`src/rtl/branch_predictor.sv`:
```
// Bimodal branch predictor: a PC-indexed table of 2-bit saturating counters,
// trained by branch resolution, with misprediction flag and saturating statistics.
module branch_predictor #(
  parameter int ADDR_SIZE  = 32,
  parameter int TABLE_BITS = 6,
  parameter int COUNT_BITS = 16
) (
  input  logic                  clk,
  input  logic                  reset,
  input  logic                  lookup_valid,
  input  logic [ADDR_SIZE-1:0]  lookup_pc,
  output logic                  predict_taken,
  input  logic                  update_valid,
  input  logic [ADDR_SIZE-1:0]  update_pc,
  input  logic                  update_taken,
  input  logic                  update_predicted,
  output logic                  mispredict,
  output logic [COUNT_BITS-1:0] branch_count,
  output logic [COUNT_BITS-1:0] mispredict_count
);

  localparam int ENTRIES = 1 << TABLE_BITS;

  logic [1:0]            pht [ENTRIES];
  logic [TABLE_BITS-1:0] lookup_index;
  logic [TABLE_BITS-1:0] update_index;
  logic                  unused_pc_bits;

  function automatic logic [1:0] sat_inc2(input logic [1:0] c);
    return (c == 2'b11) ? c : c + 2'b01;
  endfunction

  function automatic logic [1:0] sat_dec2(input logic [1:0] c);
    return (c == 2'b00) ? c : c - 2'b01;
  endfunction

  function automatic logic [COUNT_BITS-1:0] sat_count(input logic [COUNT_BITS-1:0] c);
    return (&c) ? c : c + {{(COUNT_BITS-1){1'b0}}, 1'b1};
  endfunction

  // Word-aligned PCs: drop the byte offset, no tag bits kept.
  assign lookup_index = lookup_pc[TABLE_BITS+1:2];
  assign update_index = update_pc[TABLE_BITS+1:2];

  assign unused_pc_bits = ^{lookup_pc[ADDR_SIZE-1:TABLE_BITS+2], lookup_pc[1:0],
                            update_pc[ADDR_SIZE-1:TABLE_BITS+2], update_pc[1:0]};

  // Lookup reads pre-update table state; no bypass from a same-cycle update.
  assign predict_taken = lookup_valid & pht[lookup_index][1];
  assign mispredict    = update_valid & (update_taken != update_predicted);

  always_ff @(posedge clk) begin
    if (reset) begin
      for (int i = 0; i < ENTRIES; i++) begin
        pht[i] <= 2'b01;
      end
      branch_count     <= '0;
      mispredict_count <= '0;
    end else if (update_valid) begin
      pht[update_index] <= update_taken ? sat_inc2(pht[update_index])
                                        : sat_dec2(pht[update_index]);
      branch_count <= sat_count(branch_count);
      if (mispredict) begin
        mispredict_count <= sat_count(mispredict_count);
      end
    end
  end

endmodule

```
`config.mk`:
```
export PLATFORM = sky130hd
export DESIGN_NAME = branch_predictor
export DESIGN_NICKNAME = d
export VERILOG_FILES = /design/src/rtl/branch_predictor.sv
export SDC_FILE = /design/constraint.sdc
export NUM_CORES = 1
export LEC_CHECK = 0
export CAP_MARGIN = 5
export CORE_UTILIZATION = 61
export DETAILED_ROUTE_END_ITERATION = 6
export PLACE_DENSITY = 0.86
export SLEW_MARGIN = 5
export SYNTH_ARGS = -nofsm -noshare
export SYNTH_HDL_FRONTEND = slang
export SYNTH_SLANG_ARGS = --single-unit
```
`constraint.sdc`:
```
create_clock -name clk -period 4.5 [get_ports clk]
set_input_delay 0.45 -clock clk [delete_from_list [all_inputs] [get_ports clk]]
set_output_delay 0.45 -clock clk [all_outputs]
set_load 0.02 [all_outputs]
```
**Word-level counts from Yosys, hierarchy flattened**

Memory sizes are Yosys's and may differ from the RTL's.
Cells that the tools add are included.

- Add/subtract/negate cells: 4
- Muxes and demuxes: 11
- Reductions and logical operators: 6
- Eq/ne operators: 2
- Bitwise logic cells: 4

Operator list:

| operator | number |
|---|---|
| adder 16 x 1 -> 16 bit, second input constant | 2 |
| AND reduction 16 bit | 2 |
| two-way mux 2 bit | 4 |
| two-way mux 1 bit | 6 |
| two-way mux 6 bit | 1 |
| AND reduction 3 bit | 1 |
| adder 2 x 1 -> 2 bit, second input constant | 1 |
| AND 1 bit | 2 |
| equality test 2 bit, second input constant | 1 |
| zero test 2 bit | 1 |
| NOT 1 bit | 2 |
| AND reduction 2 bit | 1 |
| OR reduction 2 bit | 1 |
| subtractor 2 x 1 -> 2 bit, second input constant | 1 |
| != test 1 bit | 1 |

- Input port bits: 70
- Memory bits (writable): 128
- Logic and storage cells: 30
- Memories: 1
- Output and inout bits: 34
- Bits in registers: 32

Memory list:

| memory | words | bits a word | read ports | clocked after memory_dff | wr ports | line | RTL |
|---|---|---|---|---|---|---|---|
| pht | 64 | 2 | 2 | 0 | 64 | 24 | `logic [1:0] pht [ENTRIES];` |

**Longest topological paths before layout**

Gate-level depths: netlist of run 1.

- Word-level depth: 5
- Depth in mapped cells: 12
- Mapped depth without buffers: 8

**Worst setup path before layout of run 1**

OpenSTA, ideal clock, no wires.

- Path kind: input to output
- From: input port lookup_pc[2]
- To: output port predict_taken
- Cell stages on the path: 6
- Data required time: 4.050 ns
- Slack: 1.420 ns
- Buffers on the path: 2
- Arrival time: 2.630 ns
- Cell sequence: buf_2 -> buf_2 -> mux4_2 -> mux4_2 -> mux4_2 -> and2_1

- Word-level cells in the longest chain between the ends: 2

RTL lines:

| element | line | RTL |
|---|---|---|
| start: declaration | 11 | `input logic [ADDR_SIZE-1:0] lookup_pc,` |
| memory (64 x 2 bit) | - |  |
| AND 1 bit | 49 | `assign predict_taken = lookup_valid & pht[lookup_index][1];` |
| end: declaration | 12 | `output logic predict_taken,` |

Every way passes these cells.

**Final worst setup path of run 1**

Ends and elaborated chain as after synthesis.

==> run summary, run 1 <==
pin count of the biggest net entering global routing: 85
Mapped Nets: 832
Cell Pwr Density: 353 nW/um^2
max-cap violations: 0
core box area: 13500 um^2
Net Sw Frac: 25.0%
clock-pin slew on the worst setup and hold paths: 0.06 ns
cell accounting for the most synthesized area: edfxtp_1
simple-gate share of the synthesized area: 20.0%
Root Driver: clkbuf_16
layout cells sized above 1: 15.0%
share of power burned in registers: 48.1%
Final min period: 4.02 ns
routability cong.: 0.936
largest family of logic cells by synthesized area: simple AND/OR/NAND/NOR gates
worst vdd ir: 285 uV
Netlist cell types: 58
Worst slew margin: 17.2%
status: complete, but fails checks
Detail Placement HPWL: 15100 um
Inst Count DP: 939
Clock Power Share: 40.5%
post-synthesis mux area share: 12.3%
Setup crit end kind: primary output
share of Yosys cell area claimed by the top area cell type: 44.8%
TritonCTS clock tree: done
Worst Path Arrival: 3.57 ns
f_max: 249 MHz
DRC Markers: 5
Fin. Hold Viols: 0
leakage power: 0.00320 uW
first-pass GRT wire length: 36000 um
die span in y: 121 um
Synth warnings: 0
Post-CTS Hold Buffers: 0
clk_lat worst skew: 0.44 ns
cell row count: 42
Psw: 852 uW
H-tree levels: 4
cell area after layout: 9670 um^2
Top FF cell, synth: edfxtp_1
cell with the most instances after synthesis: edfxtp_1
DR iter-0 viols: 939
CTS buffer count: 17
via/cell ratio: 6.97
WL/cell: 23.8 um
worst hold path class: reg -> reg
postcts setup bufs: 0
clock sink count: 160
FF+latch count, synth: 160
Clock Skews: 0.0125 ns
# setup viols final: 0
# resized after CTS: 0
io pins: 104
area grow syn2layout: 12.7%
Tcrit/Tclk final: 89.3%
commonest cells in the netlist: 128 x edfxtp_1, 78 x nor2_1, 58 x nand2_1
nets@finish: 854
global route overflow: 0
failing checks: design-rule violations
Starting Density: 63.6%
Worst-Margin Slew: 1.24 ns
CP Class: in -> out
synthesized area: 8580 um^2
worst endpoint required time: 4.05 ns
CP Launch Type: primary input
Total Routing Usage GR: 33.3%
Final Core Density: 71.6%
Area after DPL: 9120 um^2
DRT antenna net count: 0
Initial DRT Pass Iterations: 7
Logic pwr share: 11.4%
Post-synth EDFFs: 128
IO Port Bufs: 51
Die ar.: 14500 um^2
largest cells by area after synthesis: edfxtp_1 45%, mux4_2 9.4%, dfxtp_1 7.5%, nor2_1 3.4%, nand3_1 3.3%
post-synthesis sequential area ratio: 52.2%
routed vias: 6776
clock tree buffer depth: 2
Die Wd: 121 um
vias in the first global route: 6722
syn_area_per_cell: 11.3 um^2
Pint: 2560 uW
Final Max Slew Viols: 0
Post-Synth XOR/XNOR Area: 2.86%
total negative setup slack: 0 ns
Synth Area in Compound Gates: 7.35%
Synth Instances: 760
Post-Synth Adder-Cell Area: 0.554%
critical path fanouts, max: 16
final wirelength: 23100 um
post-route insts no fill: 972
fraction of registers with async set/reset: 0%
RSZ-0062 raised after global routing: false
initial antenna violation count: 1
critical path, stage by stage:
cell and delay [ns]:
clkdlybuf4s50_1 0.46, buf_4 0.34, mux4_2 0.58, mux4_2 0.54, mux4_2 0.48, and2_1 0.17, clkdlybuf4s50_1 0.54
sequential cells by signal (all words and copies together), names as in the netlist:
signal	flops
branch_count	16
pht	128
mispredict_count	16
power groups by stage:
stage	Clock (uW)	Combinational, uW	Sequential [uW]
6_report	1380	389	1640
5_1_grt	1440	409	1640
4_1_cts	1380	380	1640
3_5_place_dp	0	377	1670
3_3_place_gp	0	363	1670
2_1_floorplan	0	283	1670
layer usage:
| metal | up-vias | share of wire (%) | global-route usage (%) | wire length [um] |
|---|---|---|---|---|
| met2 | 529 | 48 | 52.2 | 11100 |
| met4 | 0 | 4.9 | 18.8 | 1140 |
| met5 | - | 0 | 0 | 0 |
| li1 | 2881 | - | - | - |
| met3 | 105 | 12 | 9.53 | 2710 |
| met1 | 3261 | 35 | 41.6 | 8140 |
cell families after synthesis:
| family | after synthesis |
|---|---|
| XOR/XNOR | 28 |
| buffers and inverters | 79 |
| flip-flops | 160 |
| multiplexers | 60 |
| AND/OR/NAND/NOR | 344 |
| adder cells (fa/ha/maj) | 4 |
| AO/OA/AOI/OAI | 85 |
per-stage QoR:
step / hold slack [ns] / setup WS, ns / total power (uW)
after floorplan: 0.566 / 1.42 / 1950
after global placement: 0.478 / 0.454 / 2030
after detailed placement: 0.504 / 0.439 / 2050
after CTS: 0.516 / 0.485 / 3400
after global routing: 0.548 / 0.413 / 3490
final: 0.512 / 0.482 / 3410
final timing paths:
| kind | depth (start not counted) | end | startpoint | slack [ns] |
|---|---|---|---|---|
| setup reg to reg | 7 | pht[45][0] | pht[20][1] | 1.59 |
| hold reg to reg | 2 | mispredict_count[12] | mispredict_count[12] | 0.51 |
| hold / removal | 2 | mispredict_count[12] | mispredict_count[12] | 0.51 |
| setup / recovery | 7 | predict_taken | lookup_pc[2] | 0.48 |
layout make-up:
type	instances	area, um^2
inverters	5	18.8
clock buffers	22	474
multi-input cells	521	3690
diodes	1	2.50
fillers	873	3830
flip-flops and latches	160	4480
repair buffers	77	703
clock inverters	10	80.1
well taps	176	220
placed cells by master (no fill, tap or decap), drive strengths merged, types with 8 or more instances in the layout:
cell           netlist  routed
nand4               13      13
clkbuf              35      22
a22oi                9       9
edfxtp             128     128
buf                 39      29
xor2                20      20
nand3               57      57
a21o                32      32
nand2               58      58
nor4                 9       9
nand2b              17      17
dfxtp               32      32
clkdlybuf4s50        0      48
xnor2                8       8
mux4                36      36
mux2i               23      23
nor2                79      79
or2                 19      19
nor3                53      53
inv                  5      10
Note: power is estimated with default switching activity, not from simulation.
==> run 2: changes to the inputs <==
- CORE_UTILIZATION: 61 -> 56
- PLACE_DENSITY: 0.86 -> 0.8
- clock period: 4.5 -> 3.93 ns (I/O delays scaled with it)
==> run summary, run 2 (same netlist as run 1, synthesis figures left out) <==
status: finished clean
biggest regs: pht (128), branch_count (16), mispredict_count (16)
leakage power: 0.00325 uW (+1.6%)
clock sink count: 160 (unchanged)
Total Routing Usage GR: 29.8% (-3.5 points)
max reg flops: 128 (unchanged)
postcts setup bufs: 0 (unchanged)
DRC Markers: 0 (-5)
Final min period: 3.76 ns
worst vdd ir: 329 uV (+16%)
RSZ-0062 raised after global routing: false
Critical Path Source: lookup_pc[2]
TritonCTS clock tree: done
DR iter-0 viols: 839 (-11%)
CTS buffer count: 17 (unchanged)
cell row count: 44 (+4.8%)
clock-pin slew on the worst setup and hold paths: 0.06 ns (about the same)
Power, Total: 3870 uW (+13%)
Die ar.: 15800 um^2 (+8.8%)
hold_sp: mispredict_count[12]
Setup crit end kind: primary output
vias in the first global route: 6466 (-3.8%)
Final Core Density: 66.3% (-5.3 points)
Worst-Margin Slew: 0.821 ns (-0.417 ns)
commonest cells after routing, fill and taps aside: 128 x edfxtp_1, 78 x nor2_1, 58 x nand2_1
Root Driver: clkbuf_16
worst reg2reg startpoint: pht[5][0]
Worst Path Arrival: 3.37 ns (-0.20 ns)
Clock Skews: 0.00973 ns (-0.00282 ns)
CP Launch Type: primary input
Detail Placement HPWL: 15100 um (+0.15%)
routability cong.: 0.912 (-2.5%)
global route overflow: 0 (unchanged)
Fin. Hold Viols: 0 (unchanged)
worst endpoint required time: 3.54 ns (-0.51 ns)
IO Port Bufs: 51 (unchanged)
number of diodes: 0 (-1)
WHS Path Cells: 2 (unchanged)
f_max: 266 MHz
layout cells sized above 1: 16.0% (+1.0 points)
# setup viols final: 0 (unchanged)
initial antenna violation count: 0 (-1)
core box area: 14800 um^2 (+9.2%)
Starting Density: 58.2% (-5.4 points)
final wirelength: 22500 um (-2.6%)
WL/cell: 22.7 um (-4.4%)
Post-CTS Hold Buffers: 0 (unchanged)
largest register by flop count: pht
die span in y: 126 um (+4.3%)
io pins: 104 (unchanged)
Cell Pwr Density: 396 nW/um^2 (+12%)
pin count of the biggest net entering global routing: 75 (-12%)
Tcrit/Tclk final: 95.7%
Initial DRT Pass Iterations: 6 (-1)
max-cap violations: 0 (unchanged)
DRT antenna net count: 0 (unchanged)
clock tree buffer depth: 2 (unchanged)
worst hold path class: reg -> reg
total negative setup slack: 0 ns (unchanged)
R2R cell count: 8 (+1)
area grow syn2layout: 14.0%
most common cell after layout, fill and taps aside: edfxtp_1
Die Wd: 126 um (+4.3%)
Worst slew margin: 45.3% (+28 points)
critical path fanouts, max: 16 (unchanged)
clk_lat worst skew: 0.43 ns (about the same)
first-pass GRT wire length: 35500 um (-1.2%)
# resized after CTS: 0 (unchanged)
CP Class: in -> out
nets@finish: 865 (+1.3%)
Final Max Slew Viols: 0 (unchanged)
via/cell ratio: 6.76 (-3.0%)
H-tree levels: 4 (unchanged)
routed vias: 6696 (-1.2%)
## run 2: layout make-up
class                   count  area (um^2)
multi-input cells         521         3690
clock inverters             8         53.8
flip-flops and latches    160         4480
repair buffers             88          811
well taps                 184          230
clock buffers              24          493
fillers                  1072         4970
inverters                   5         18.8
## run 2: per-stage QoR
step,hold WS (ns),cells,worst slack [ns],instance area (um^2)
6_report,0.520,990,0.171,9780
5_1_grt,0.583,990,0.132,9780
4_1_cts,0.522,990,0.167,9780
3_5_place_dp,0.510,958,0.211,9240
3_3_place_gp,0.496,958,0.238,9240
2_1_floorplan,0.566,760,0.964,8580
## run 2: path summary, 6_finish.rpt
check             slack (ns)                   end
setup / recovery        0.17         predict_taken
hold / removal          0.52  mispredict_count[12]
setup reg to reg        1.17            pht[45][0]
hold reg to reg         0.52  mispredict_count[12]
## run 2: per-layer routing
| layer | part of all wire [%] | track usage (%) | up-vias |
|---|---|---|---|
| met1 | 38 | 40.2 | 3234 |
| met2 | 46 | 46.0 | 465 |
| li1 | - | - | 2900 |
| met3 | 12 | 7.69 | 97 |
| met5 | 0 | 0 | - |
| met4 | 3.8 | 12.7 | 0 |
## run 2: worst max-delay path, stage by stage
cell and delay [ns]:
clkdlybuf4s50_1 0.52, buf_12 0.21, mux4_2 0.60, mux4_2 0.49
mux4_2 0.45, and2_1 0.16, clkdlybuf4s50_1 0.52
## run 2: power by group
part	internal, uW	switching (uW)	total, uW
clock	879	650	1530
combinational	172	288	460
sequential	1860	24.2	1880
==> run 3: changes to the inputs <==
- TNS_END_PERCENT: default -> 100
==> results of run 3 <==
No change in the layout: final DEF, timing and power equal those of run 2.
